[config.mk]
export PLATFORM = sky130hd
export DESIGN_NAME = rpn_sequencer
export DESIGN_NICKNAME = d
export VERILOG_FILES = /design/src/rtl/rpn_pkg.sv /design/src/rtl/rpn_alu.sv /design/src/rtl/rpn_sequencer.sv
export SDC_FILE = /design/constraint.sdc
export NUM_CORES = 1
export LEC_CHECK = 0
export BUFFER_PORTS_ARGS = -buffer_cell sky130_fd_sc_hd__clkbuf_2
export CORE_MARGIN = 2
export CORE_UTILIZATION = 51
export CTS_BUF_LIST = sky130_fd_sc_hd__clkbuf_2
export DETAILED_ROUTE_END_ITERATION = 8
export PLACE_DENSITY = 0.78
export RECOVER_POWER = 25
export SLEW_MARGIN = 20
export SYNTH_ARGS = -nofsm -noshare
export SYNTH_HDL_FRONTEND = slang
export SYNTH_SLANG_ARGS = --single-unit
export TNS_END_PERCENT = 10
[constraint.sdc]
create_clock -name clk -period 2.15 [get_ports clk]
set_input_delay 0.3225 -clock clk [delete_from_list [all_inputs] [get_ports clk]]
set_output_delay 0.3225 -clock clk [all_outputs]
set_load 0.01 [all_outputs]
[src/rtl/rpn_pkg.sv]
// Shared definitions for the RPN token sequencer: opcodes and FSM state encoding.
package rpn_pkg;

    localparam int OP_W = 2;

    localparam logic [OP_W-1:0] OP_ADD = 2'd0;
    localparam logic [OP_W-1:0] OP_SUB = 2'd1;
    localparam logic [OP_W-1:0] OP_AND = 2'd2;
    localparam logic [OP_W-1:0] OP_XOR = 2'd3;

    typedef enum logic [2:0] {
        S_IDLE    = 3'd0,
        S_PUSH    = 3'd1,
        S_POP_B   = 3'd2,
        S_LATCH_B = 3'd3,
        S_POP_A   = 3'd4,
        S_LATCH_A = 3'd5,
        S_PUSH_R  = 3'd6
    } state_t;

endpackage

[src/rtl/rpn_alu.sv]
// Combinational two-operand ALU; 'a' is the deeper stack operand, results wrap modulo 2^WIDTH.
module rpn_alu
    import rpn_pkg::*;
#(
    parameter int WIDTH = 8
) (
    input  logic [WIDTH-1:0] a,
    input  logic [WIDTH-1:0] b,
    input  logic [OP_W-1:0]  op,
    output logic [WIDTH-1:0] res
);

    always_comb begin
        res = '0;
        case (op)
            OP_ADD:  res = a + b;
            OP_SUB:  res = a - b;
            OP_AND:  res = a & b;
            OP_XOR:  res = a ^ b;
            default: res = '0;
        endcase
    end

endmodule

[src/rtl/rpn_sequencer.sv]
// RPN token sequencer: pushes operands, pops two and pushes op(a,b) for each operator.
module rpn_sequencer
    import rpn_pkg::*;
#(
    parameter int WIDTH = 8
) (
    input  logic             clk,
    input  logic             rst,
    input  logic             tok_valid,
    output logic             tok_ready,
    input  logic             tok_is_op,
    input  logic [WIDTH-1:0] tok_data,
    output logic             stk_push,
    output logic             stk_pop,
    output logic [WIDTH-1:0] stk_data_in,
    input  logic [WIDTH-1:0] stk_data_out,
    input  logic             stk_empty,
    input  logic             stk_full,
    output logic             res_valid,
    output logic [WIDTH-1:0] res_data,
    output logic             err_underflow,
    output logic             err_overflow,
    input  logic             err_clr
);

    state_t           r_state;
    state_t           w_next;
    logic [OP_W-1:0]  r_op;
    logic [WIDTH-1:0] r_b;
    logic [WIDTH-1:0] w_alu_res;
    logic             w_acc;
    logic             w_set_un;
    logic             w_set_ov;
    logic             w_ld_operand;
    logic             w_ld_op;

    assign w_acc = tok_valid && tok_ready;

    // 'a' is consumed straight off the stack in LATCH_A so the result is registered
    // in time to be pushed in PUSH_R.
    rpn_alu #(.WIDTH(WIDTH)) u_alu (
        .a   (stk_data_out),
        .b   (r_b),
        .op  (r_op),
        .res (w_alu_res)
    );

    always_comb begin
        w_next       = r_state;
        w_set_un     = 1'b0;
        w_set_ov     = 1'b0;
        w_ld_operand = 1'b0;
        w_ld_op      = 1'b0;
        case (r_state)
            S_IDLE: begin
                if (w_acc) begin
                    if (tok_is_op) begin
                        if (stk_empty) begin
                            w_set_un = 1'b1;
                        end else begin
                            w_ld_op = 1'b1;
                            w_next  = S_POP_B;
                        end
                    end else begin
                        if (stk_full) begin
                            w_set_ov = 1'b1;
                        end else begin
                            w_ld_operand = 1'b1;
                            w_next       = S_PUSH;
                        end
                    end
                end
            end
            S_PUSH:    w_next = S_IDLE;
            S_POP_B:   w_next = S_LATCH_B;
            S_LATCH_B: begin
                if (stk_empty) begin
                    w_set_un = 1'b1;
                    w_next   = S_IDLE;
                end else begin
                    w_next = S_POP_A;
                end
            end
            S_POP_A:   w_next = S_LATCH_A;
            S_LATCH_A: w_next = S_PUSH_R;
            S_PUSH_R:  w_next = S_IDLE;
            default:   w_next = S_IDLE;
        endcase
    end

    // Strobes are registered from the next state so they are high during that state.
    always_ff @(posedge clk) begin
        if (!rst) begin
            r_state       <= S_IDLE;
            r_op          <= '0;
            r_b           <= '0;
            tok_ready     <= 1'b1;
            stk_push      <= 1'b0;
            stk_pop       <= 1'b0;
            stk_data_in   <= '0;
            res_valid     <= 1'b0;
            res_data      <= '0;
            err_underflow <= 1'b0;
            err_overflow  <= 1'b0;
        end else begin
            r_state   <= w_next;
            tok_ready <= (w_next == S_IDLE);
            stk_push  <= (w_next == S_PUSH) || (w_next == S_PUSH_R);
            stk_pop   <= (w_next == S_POP_B) || (w_next == S_POP_A);
            res_valid <= (w_next == S_PUSH_R);
            if (w_ld_operand) stk_data_in <= tok_data;
            if (w_ld_op) r_op <= tok_data[OP_W-1:0];
            if (r_state == S_LATCH_B) r_b <= stk_data_out;
            if (r_state == S_LATCH_A) begin
                stk_data_in <= w_alu_res;
                res_data    <= w_alu_res;
            end
            if (w_set_un) err_underflow <= 1'b1;
            else if (err_clr) err_underflow <= 1'b0;
            if (w_set_ov) err_overflow <= 1'b1;
            else if (err_clr) err_overflow <= 1'b0;
        end
    end

endmodule

; ---- Word-level counts from Yosys, hierarchy flattened
; Index checks and enable logic that the tools add are counted.
[totals]
reg_bits = 35
latch_bits = 0
mem_bits_rw = 0
romBits = 0
out_inout_bits = 22
word_cells = 63
mem_count = 0
[classes]
addsub = 2
mul = 0
div = 0
magnitude_cmp = 0
eq_ne = 11
shift = 0
muxes = 28
bitwise_logic = 2
n_reduce_logical = 9
[ops]
columns = cell, count
row1 = $pmux W8 S4, 1
row2 = $mux W1, 18
row3 = $mux W8, 2
row4 = $mux W3, 5
row5 = $pmux W3 S5, 1
row6 = $eq A3 B3 Y1 const B, 4
row7 = $eq A3 B2 Y1 const B, 3
row8 = $add A8 B8 Y8, 1
row9 = $and A8 B8 Y8, 1
row10 = $sub A8 B8 Y8, 1
row11 = $xor A8 B8 Y8, 1
row12 = $logic_not A3 Y1, 2
row13 = $reduce_bool A2 Y1, 3
row14 = $eq A2 B2 Y1 const B, 2
row15 = $eq A3 B1 Y1 const B, 1
row16 = $eq A2 B1 Y1 const B, 1
row17 = $logic_not A2 Y1, 1
row18 = $logic_or A1 B1 Y1, 2
row19 = $pmux W1 S2, 1
row20 = $logic_and A1 B1 Y1, 1

; ---- Depth between registers and ports, before layout
; Gate-level depths: netlist of the first run.
[depth]
depth_word = 6
depth_mapped = 11
mapped_depth_nobuf = 11

; ---- By module
; Synthesis of the first run repeated with hierarchy kept, for this count alone.
[hier_totals]
hier_cells = 245
hier_area_um2 = 2245.9
[modules_own_cells]
columns = mod, instances, cells_each, area_each_um2, seq_area_each_um2
row1 = rpn_sequencer, 1, 154, 1521.5, 700.7
row2 = rpn_alu, 1, 91, 724.4, 0.0

; ---- Least setup slack after synthesis of the first run
; Ideal clock, no wire load.
[synth_timing]
path_type = register to register
start = reg r_b[0]
end = reg res_data[5]
setup_time_ps = 118
arrival_ps = 2092
slack_ps = -60
stages_incl_launch_ff = 11
n_path_buf = 0
cell_sequence = dfxtp_1 inv_1 ha_1 nor3b_1 nor2_1 xnor2_1 ha_1 a21o_1 or3_1 a21oi_1 nor2_1
[synth_between]
elab_chain_len = 2
[synth_lines]
columns = item, line_no
row1 = start: declaration, rpn_sequencer.sv:29  ; logic [WIDTH-1:0] r_b;
row2 = start signal: assignment, rpn_sequencer.sv:113  ; if (r_state == S_LATCH_B) r_b <= stk_data_out;
row3 = $sub A8 B8 Y8 / $add A8 B8 Y8 (equally long branches), "rpn_alu.sv:17, rpn_alu.sv:16"
row4 = $pmux W8 S4 *, rpn_alu.sv:15  ; case (op)
row5 = end signal: assignment, rpn_sequencer.sv:116  ; res_data <= w_alu_res;
row6 = end: declaration, rpn_sequencer.sv:20  ; output logic [WIDTH-1:0] res_data,
; Every way passes the cells marked *; elsewhere a longest branch is shown, timed or not.
; A chain may end at the register's enable or synchronous reset.

; ---- Worst setup path after layout of the first run
[layout_timing]
start = reg r_b[0]
end = reg res_data[7]
; Same word-level chain as after synthesis.

==> results.toml, run 1 <==
[detailed_routing]
wl_um = 5350
wirelength_met1_um = 2450
routed.top_layer = "met4"
viasPerCell = 5.51
first_pass_iters = 4
route.met2.wl_um = 2570
drc = 0
wl_per_cell_um = 14.5
dr_wl_met3_um = 261
vias = 2026
drt_iter0_drc = 131
drtAntennaViolNets = 0

[die]
die_x_um = 69.8
num_rows = 23
die_y_um = 69.8
num_io_pins = 45
start_util_pct = 54.1
die-area_um2 = 4880
core-area_um2 = 4090

[synthesis]
ys_warn_count = 0
synth_edf_count = 0
synth_ff_type = "dfxtp_1"
synth_area_leaders = "dfxtp_1 32%, ha_1 9.6%, mux2i_1 7.7%, nor2_1 5.9%, a21oi_1 5.2%"
synth-async-reset-ratio_pct = 0
mappedNetlistArea_um2 = 2210
synth_top_cell_area_share_pct = 31.7
ys_ff_latch = 35
synth_nets = 297
synth_area_per_cell_um2 = 8.64
ys_types = 49
seq_area_frac_synth_pct = 31.7
synth_cells = 256
yosys-top-cells-count = "35 x dfxtp_1, 35 x nor2_1, 23 x a21oi_1"
synth_area_leader_cell = "dfxtp_1"

[clocking]
clk_path_buf_depth = 2
cts_tree = "built"
cts_hold_buf = 0
numCtsBuffers = 5
root_buffer = "clkbuf_2"
htree_levels = 2
cts.sinks = 35
clk_latency_ns = 0.41
clk_pin_slew_ns = 0.20

[grt]
grt_pass1_wl_um = 9310
grt_max_degree = 18
grt-ovfl-total = 0
grt_antenna_before_repair = 0
grtUsageTotal_pct = 23.8
first_global_vias = 1954

[sta]
post-route-period-util_pct = 106
fin_ws_ns = -0.133
fin_tns_setup_ns = -0.623
fmax_mhz = 438
fin_skew_ns = 0.0313
period_minus_slack_ns = 2.28
maxSlewViolCount = 0
final-hold-violation-count = 0
max_slew_margin_pct = 64.5
rsz0062_at_grt = "true"
hold_ws_ns = 0.147
worst_pin_slew_ns = 0.532
final-setup-viol-count = 8

[pwr]
power_density_nw_per_um2 = 440
internal_power_uw = 837
combinationalPowerShare_pct = 17.9
p_sw_uw = 351
clock_power_share_pct = 25.5
worst_ir_drop_vdd_mv = 0.347
power_uw = 1190
swShare_pct = 29.5
p_leak_uw = 0.00120
p_seq_share_pct = 56.5

[outcome]
violations = "negative setup slack"
outcome = "complete, but fails checks"

[hold_path]
min_path_type = "input pin to flip-flop"

[final_layout]
drive_above_1_share_pct = 28.0
n_antenna_cell = 0
layout-area-overhead-vs-synth_pct = 22.0
fin_area_um2 = 2700
fillers = 368
nets = 358

[worst_setup_path]
path_buf_inv = 1
crit_slowest_cell = "dfxtp_4"
cp_max_fo = 3
cp_top_family = "simple AND/OR/NAND/NOR gates"
critPathArrivalTime_ns = 2.59
crit_path_frequent_cell = "a21oi_2"
max_stage_delay_ns = 0.39
end_kind = "flip-flop"
setup.worst_path.start_class = "flip-flop"
crit_required_ns = 2.46
crit_chain = "inv_2 > ha_4 > nor3b_4 > a21oi_2 > xnor2_1 > ha_1 > nand4_1 > a21oi_2 > and3b_2 > xnor2_2 > a211oi_2"
worstSetupPathType = "flip-flop to flip-flop"

[place]
hpwl_um = 3770
placed_cell_area_um2 = 2560
numPortBuffers = 44
gp_congestion = 0.930
pre_cts_slack_ns = -0.119

[run]
cap_violations = 0
==> layout by cell type, fill, tap and decap left out, types with 2 or more instances in the layout <==
cell / count
clkbuf_2: 39
nor2_1: 35
dfxtp_1: 33
buf_4: 22
a21oi_1: 19
mux2i_1: 17
nand2_1: 16
ha_1: 16
inv_1: 11
clkbuf_1: 11
xnor2_1: 8
nand3_1: 7
o21ai_0: 7
a21oi_2: 6
nand3b_1: 4
nor4_1: 4
o21a_1: 3
a21o_1: 3
o211ai_1: 3
nor3_1: 3
a31oi_1: 3
mux2_1: 3
inv_2: 2
nor3_4: 2
o22ai_1: 2
a211oi_2: 2
xor2_1: 2
nor3b_1: 2
clkinv_1: 2
==> power groups by stage <==
stage	clock, µW	combinational, µW	sequential, µW
2_1_floorplan	0	122	688
3_3_place_gp	0	194	683
3_5_place_dp	0	196	684
4_1_cts	314	208	671
5_1_grt	339	236	674
6_report	303	213	671
==> logic make-up (layout without fill, tap and decap cells) <==
| group | after synthesis | count (layout) | synth area share (%) |
|---|---|---|---|
| adders and majority gates | 18 | 18 | 10.5 |
| and+or+nand+nor | 87 | 87 | 21.6 |
| DFF | 35 | 35 | 31.7 |
| muxes | 22 | 22 | 10.4 |
| xor gates and xnor gates | 11 | 11 | 4.36 |
| AOI/OAI and AO/OA | 57 | 57 | 15.7 |
| buffers and inverters | 26 | 88 | 5.72 |
==> final timing paths <==
path,from,to,slack [ns],depth (start not counted)
min reg2reg,res_data[1]$_SDFFE_PN0N_,res_data[1]$_SDFFE_PN0N_,0.47,2
max,r_b[0]$_SDFFE_PN0N_,res_data[7]$_SDFFE_PN0N_,-0.13,11
min,tok_data[1],r_op[1]$_SDFFE_PN0P_,0.15,3
max reg2reg,r_b[0]$_SDFFE_PN0N_,res_data[7]$_SDFFE_PN0N_,-0.13,11
==> per-layer routing <==
layer | up-vias | track usage (%)
li1 | 1031 | -
met5 | - | 0
met1 | 930 | 30.9
met2 | 58 | 39.4
met3 | 7 | 4.65
met4 | 0 | 8.33
==> state kept, by name, summed over array words and instances, names as in the netlist <==
register / flops
res_data: 8
r_b: 8
res_valid: 1
stk_pop: 1
r_op: 2
r_state: 3
tok_ready: 1
err_underflow: 1
err_overflow: 1
stk_push: 1
stk_data_in: 8
==> through the flow <==
stage | util (%) | instances
2_1_floorplan | - | 256
3_3_place_gp | 62.8 | 355
3_5_place_dp | 62.8 | 355
4_1_cts | 66.0 | 368
5_1_grt | 66.0 | 368
6_report | 66.0 | 368
==> cell type report <==
class	count	area, µm²	share of cell area [%]
Sequential cell	35	706	26.2
Clock inverter	2	7.51	0.278
Tap cell	50	62.6	2.32
Multi-Input combinational cell	195	1460	54.1
Clock buffer	6	30.0	1.11
Timing Repair Buffer	67	383	14.2
Inverter	13	48.8	1.81
==> worst min-delay path, delay by kind of cell <==
family / cells / cell delay (ns)
AO/OA/AOI/OAI: 1 / 0.06
buffers and inverters: 1 / 0.10
AND/OR/NAND/NOR: 1 / 0.06
==> timing repair <==
| action | in CTS | in global routing |
|---|---|---|
| hold endpoints to repair | 0 | 0 |
| resized for setup | 16 | 3 |
| cloned | 0 | 0 |
| endpoints found under the setup margin | 10 | 10 |
| pin swaps | 18 | 3 |
| buffers inserted | 5 | 0 |
Power figures use the tool's default switching activity.
==> run 2, diff against run 1 <==
--- a/config.mk
+++ b/config.mk
@@ -12,6 +12,7 @@
 export DETAILED_ROUTE_END_ITERATION = 8
 export PLACE_DENSITY = 0.78
 export RECOVER_POWER = 25
+export SKIP_CTS_REPAIR_TIMING = 1
 export SLEW_MARGIN = 20
 export SYNTH_ARGS = -nofsm -noshare
 export SYNTH_HDL_FRONTEND = slang
==> run 2 against run 1 <==
  * The run still ends with negative setup slack left
  * Sequential share of layout area is 0.073 points lower
  * First-iteration DRC count unchanged
  * Clock skew rose by 0.0014 ns
  * Die area unchanged
  * Power grew 0.59%
  * Routed wire length fell by 0.99%
  * Critical path depth unchanged
  * Critical endpoint is now stk_data_in[6]$_SDFFE_PN0P_
  * Largest cell class unchanged
  * Register-to-register slack got worse by 0.07 ns
  * Combinational power about the same
  * Global-route usage down 1.7 points
  * Flip-flop and latch count unchanged
  * Worst setup slack lost 0.073 ns
==> results.toml, run 2 (synthesis results as in run 1) <==
[outcome]
outcome = "complete, but fails checks"
violations = "negative setup slack"

[grt]
grt_antenna_before_repair = 0
grt_max_degree = 18
first_global_vias = 1856
grtUsageTotal_pct = 22.1
grt_pass1_wl_um = 8680
grt-ovfl-total = 0

[sta]
period_minus_slack_ns = 2.36
post-route-period-util_pct = 110
final-hold-violation-count = 0
maxSlewViolCount = 0
final-setup-viol-count = 8
fmax_mhz = 424
rsz0062_at_grt = "true"
worst_pin_slew_ns = 0.537
fin_tns_setup_ns = -0.801
fin_skew_ns = 0.0327
fin_ws_ns = -0.206
max_slew_margin_pct = 64.1

[worst_setup_path]
rr_startpoint = "r_b[0]$_SDFFE_PN0N_"
startpoint = "r_b[0]$_SDFFE_PN0N_"
cp_num_cells = 11
r2r_end = "stk_data_in[6]$_SDFFE_PN0P_"
worstSetupPathType = "flip-flop to flip-flop"
path_buf_inv = 3
setup.worst_path.start_class = "flip-flop"
end_kind = "flip-flop"
crit_path_frequent_cell = "buf_6"
crit_chain = "buf_6 > nor3_4 > a21oi_2 > xnor2_1 > ha_1 > buf_6 > buf_6 > a32oi_1 > o211ai_1 > nor3_2 > nor3_1"
crit_required_ns = 2.44
crit_end = "stk_data_in[6]$_SDFFE_PN0P_"
max_stage_delay_ns = 0.39
regToRegSetupSlack_ns = -0.21
rr_worst_depth = 11
cp_max_fo = 4
critPathArrivalTime_ns = 2.65
cp_top_family = "simple AND/OR/NAND/NOR gates"
crit_slowest_cell = "dfxtp_4"

[clocking]
root_buffer = "clkbuf_2"
htree_levels = 2
cts_tree = "built"
clk_path_buf_depth = 2
cts.sinks = 35
numCtsBuffers = 5
clk_latency_ns = 0.42
clk_pin_slew_ns = 0.20

[final_layout]
fin_util_pct = 66.2
nets = 358
n_antenna_cell = 0
final_common_cell = "clkbuf_2"
drive_above_1_share_pct = 28.0
top_regs = "r_b (8), res_data (8), stk_data_in (8)"
layout-area-overhead-vs-synth_pct = 22.4
final_cell_mix = "39 x clkbuf_2, 35 x nor2_1, 33 x dfxtp_1"

[die]
die_y_um = 69.8
die-area_um2 = 4880
num_io_pins = 45
num_rows = 23
core-area_um2 = 4090
die_x_um = 69.8
start_util_pct = 54.1

[detailed_routing]
drt_iter0_drc = 131
first_pass_iters = 4
wl_per_cell_um = 14.4
wl_um = 5300
viasPerCell = 5.46
vias = 2008
drc = 0
drtAntennaViolNets = 0

[place]
pre_cts_slack_ns = -0.119
numPortBuffers = 44
gp_congestion = 0.930
hpwl_um = 3770

[pwr]
p_leak_uw = 0.00120
power_density_nw_per_um2 = 441
worst_ir_drop_vdd_mv = 0.347

[hold_path]
min_path_type = "input pin to flip-flop"

[run]
cap_violations = 0
[run 2: cell counts in the layout (fill, tap and decap cells not counted)]
Identical to the previous run, type by type.
[run 2: final cells by class]
cell class	count	area, µm²
Timing Repair Buffer	67	390
Sequential cell	35	706
Inverter	13	48.8
Clock buffer	6	30.0
Multi-Input combinational cell	195	1460
Clock inverter	2	7.51
Fill cell	363	1380
Tap cell	50	62.6
[run 2: stage by stage]
step	power (µW)	cells	area, µm²	hold slack (ns)
after detailed placement	880	355	2560	0.445
after global routing	1250	368	2710	0.138
after global placement	878	355	2560	0.445
after floorplan	810	256	2220	0.384
after CTS	1180	363	2600	0.144
final	1190	368	2710	0.136
[run 2: worst register-to-register path: cells and delay by family (launching register included)]
family | cells | cell delay, ns
AO/OA/AOI/OAI | 3 | 0.42
XOR/XNOR | 1 | 0.20
flip-flops | 1 | 0.39
buffers and inverters | 3 | 0.37
AND/OR/NAND/NOR | 3 | 0.55
adder cells (fa/ha/maj) | 1 | 0.29
[run 2: per-layer routing]
layer / up-vias / GRT usage [%] / share of wire (%)
met5: - / 0 / 0
met1: 919 / 29.6 / 46
met2: 52 / 35.0 / 48
met3: 6 / 4.65 / 4.9
li1: 1031 / - / -
met4: 0 / 7.91 / 1.4
[run 2: worst min-delay path by stage]
stage | from | to | slack, ns | cells past startpoint
after floorplan | rst | tok_ready$_SDFF_PN1_ | 0.38 | 1
after global placement | res_data[0]$_SDFFE_PN0N_ | res_data[0]$_SDFFE_PN0N_ | 0.44 | 2
after detailed placement | res_data[1]$_SDFFE_PN0N_ | res_data[1]$_SDFFE_PN0N_ | 0.45 | 2
after CTS | tok_data[1] | r_op[1]$_SDFFE_PN0P_ | 0.14 | 3
after global routing | tok_data[0] | r_op[0]$_SDFFE_PN0P_ | 0.14 | 3
final | tok_data[1] | r_op[1]$_SDFFE_PN0P_ | 0.14 | 3
[run 2: where the power goes]
part / switching, µW / internal [µW]
logic: 116 / 99.8
clock network: 229 / 78.1
registers: 9.80 / 661
total: 355 / 839
==> run 3, diff against run 2 <==
--- a/config.mk
+++ b/config.mk
@@ -7,10 +7,10 @@
 export LEC_CHECK = 0
 export BUFFER_PORTS_ARGS = -buffer_cell sky130_fd_sc_hd__clkbuf_2
 export CORE_MARGIN = 2
-export CORE_UTILIZATION = 51
-export CTS_BUF_LIST = sky130_fd_sc_hd__clkbuf_2
+export CORE_UTILIZATION = 59
+export CTS_BUF_LIST = sky130_fd_sc_hd__clkbuf_16
 export DETAILED_ROUTE_END_ITERATION = 8
-export PLACE_DENSITY = 0.78
+export PLACE_DENSITY = 0.85
 export RECOVER_POWER = 25
 export SKIP_CTS_REPAIR_TIMING = 1
 export SLEW_MARGIN = 20
==> constraint.sdc (replaced) <==
create_clock -name clk -period 3 [get_ports clk]
set_input_delay 0.45 -clock clk [delete_from_list [all_inputs] [get_ports clk]]
set_output_delay 0.45 -clock clk [all_outputs]
set_load 0.01 [all_outputs]
==> run 3 against run 2 <==
  * The run now ends clean
  * Worst setup slack improved by 0.67 ns
  * Sequential share of layout area grew 1.3 points
  * Global-route usage increased by 2.2 points
  * Non-clock buffer count shrank 19
  * Critical path type unchanged
  * Count of clock-buffer cells in the layout fell by 1
  * Combinational power shrank 38%
  * Via count fell by 4.4%
  * Routed wire length shrank 12%
  * Largest power group unchanged
  * Critical endpoint unchanged
==> results.toml, run 3 (synthesis results as in run 1) <==
[die]
core-area_um2 = 3630
num_rows = 22
die_y_um = 65.2
start_util_pct = 60.8
num_io_pins = 45
die_x_um = 65.2
die-area_um2 = 4250

[worst_setup_path]
worstSetupPathType = "flip-flop to flip-flop"
cp_max_fo = 7
crit_required_ns = 3.12
r2r_end = "stk_data_in[6]$_SDFFE_PN0P_"
rr_worst_depth = 8
regToRegSetupSlack_ns = 0.47
end_kind = "flip-flop"
rr_startpoint = "r_op[0]$_SDFFE_PN0P_"
critPathArrivalTime_ns = 2.66
setup.worst_path.start_class = "flip-flop"

[pwr]
worst_ir_drop_vdd_mv = 0.267
p_leak_uw = 0.00111
power_density_nw_per_um2 = 424
power_uw = 1090

[place]
numPortBuffers = 44
gp_congestion = 0.874
hpwl_um = 3520
placed_cell_area_um2 = 2440
placed_cells = 339

[detailed_routing]
vias = 1920
first_pass_iters = 4
wl_um = 4670
wl_per_cell_um = 13.5
viasPerCell = 5.55
drc = 0
drt_iter0_drc = 177
drtAntennaViolNets = 0

[hold_path]
min_path_type = "input pin to flip-flop"
min_to = "tok_ready$_SDFF_PN1_"
min_from = "rst"
hold-path-cell-count = 2

[run]
cap_violations = 0

[clocking]
clk_latency_ns = 0.27
clk_path_buf_depth = 2
cts_tree = "built"
cts.sinks = 35
numCtsBuffers = 5
root_buffer = "clkbuf_16"
clk_pin_slew_ns = 0.05
htree_levels = 2

[outcome]
outcome = "complete, no violations"

[grt]
grt_max_degree = 26
grt-ovfl-total = 0
grt_antenna_before_repair = 0
grt_pass1_wl_um = 8010
grtUsageTotal_pct = 24.2
first_global_vias = 1754

[final_layout]
drive_above_1_share_pct = 16.4
instances_no_fill = 346
fin_util_pct = 70.5
layout-area-overhead-vs-synth_pct = 15.8
n_antenna_cell = 0
fin_area_um2 = 2560
nets = 339
final_cell_mix = "35 x nor2_1, 35 x dfxtp_1, 30 x clkbuf_2"
top_regs = "r_b (8), res_data (8), stk_data_in (8)"

[sta]
period_minus_slack_ns = 2.53
final-hold-violation-count = 0
rsz0062_at_grt = "false"
fin_tns_setup_ns = 0
max_slew_margin_pct = 48.6
fin_skew_ns = 0.00487
worst_pin_slew_ns = 0.770
final-setup-viol-count = 0
fmax_mhz = 395
maxSlewViolCount = 0
post-route-period-util_pct = 84.4
[run 3: how the worst max path moves through the flow]
stage,slack [ns],depth (start not counted),end,from
after global placement,0.60,8,stk_data_in[6]$_SDFFE_PN0P_,r_op[0]$_SDFFE_PN0P_
after floorplan,0.79,10,res_data[5]$_SDFFE_PN0N_,r_b[0]$_SDFFE_PN0N_
after detailed placement,0.52,8,stk_data_in[6]$_SDFFE_PN0P_,r_op[0]$_SDFFE_PN0P_
after global routing,0.25,8,stk_data_in[6]$_SDFFE_PN0P_,r_op[0]$_SDFFE_PN0P_
final,0.47,8,stk_data_in[6]$_SDFFE_PN0P_,r_op[0]$_SDFFE_PN0P_
after CTS,0.46,8,stk_data_in[6]$_SDFFE_PN0P_,r_op[0]$_SDFFE_PN0P_
[run 3: metal layers]
metal / global-route usage, % / vias up / wire (µm)
li1: - / 987 / -
met1: 32.5 / 871 / 2200
met2: 38.5 / 53 / 2140
met3: 4.79 / 9 / 253
met4: 9.11 / 0 / 78
met5: 0 / - / 0
[run 3: per-stage QoR]
stage	setup WS [ns]	hold WS [ns]
6_report	0.468	0.426
3_5_place_dp	0.524	0.449
4_1_cts	0.464	0.423
2_1_floorplan	0.790	0.481
5_1_grt	0.254	0.454
3_3_place_gp	0.600	0.444
[run 3: where the power goes]
group / switching (µW) / internal (µW) / total [µW]
sequential: 8.20 / 475 / 483
combinational: 74.3 / 59.0 / 133
clock: 172 / 297 / 469
total: 254 / 832 / 1090
[run 3: worst max-delay path: stages (launching register included)]
cell	delay, ns
dfxtp_1	0.33
nor2b_1	0.42
mux2i_1	0.21
fa_1	0.46
a21o_1	0.17
a21o_1	0.20
and4_1	0.21
nor3_1	0.31
nor3_1	0.08
[run 3: cell type report]
cell class,count,area [µm²]
timing repair buffer,48,233
tap,48,60.1
fill,299,1070
multi-input combinational,195,1380
clock inverter,2,8.76
clock buffer,5,125
sequential,35,701
inverter,13,48.8
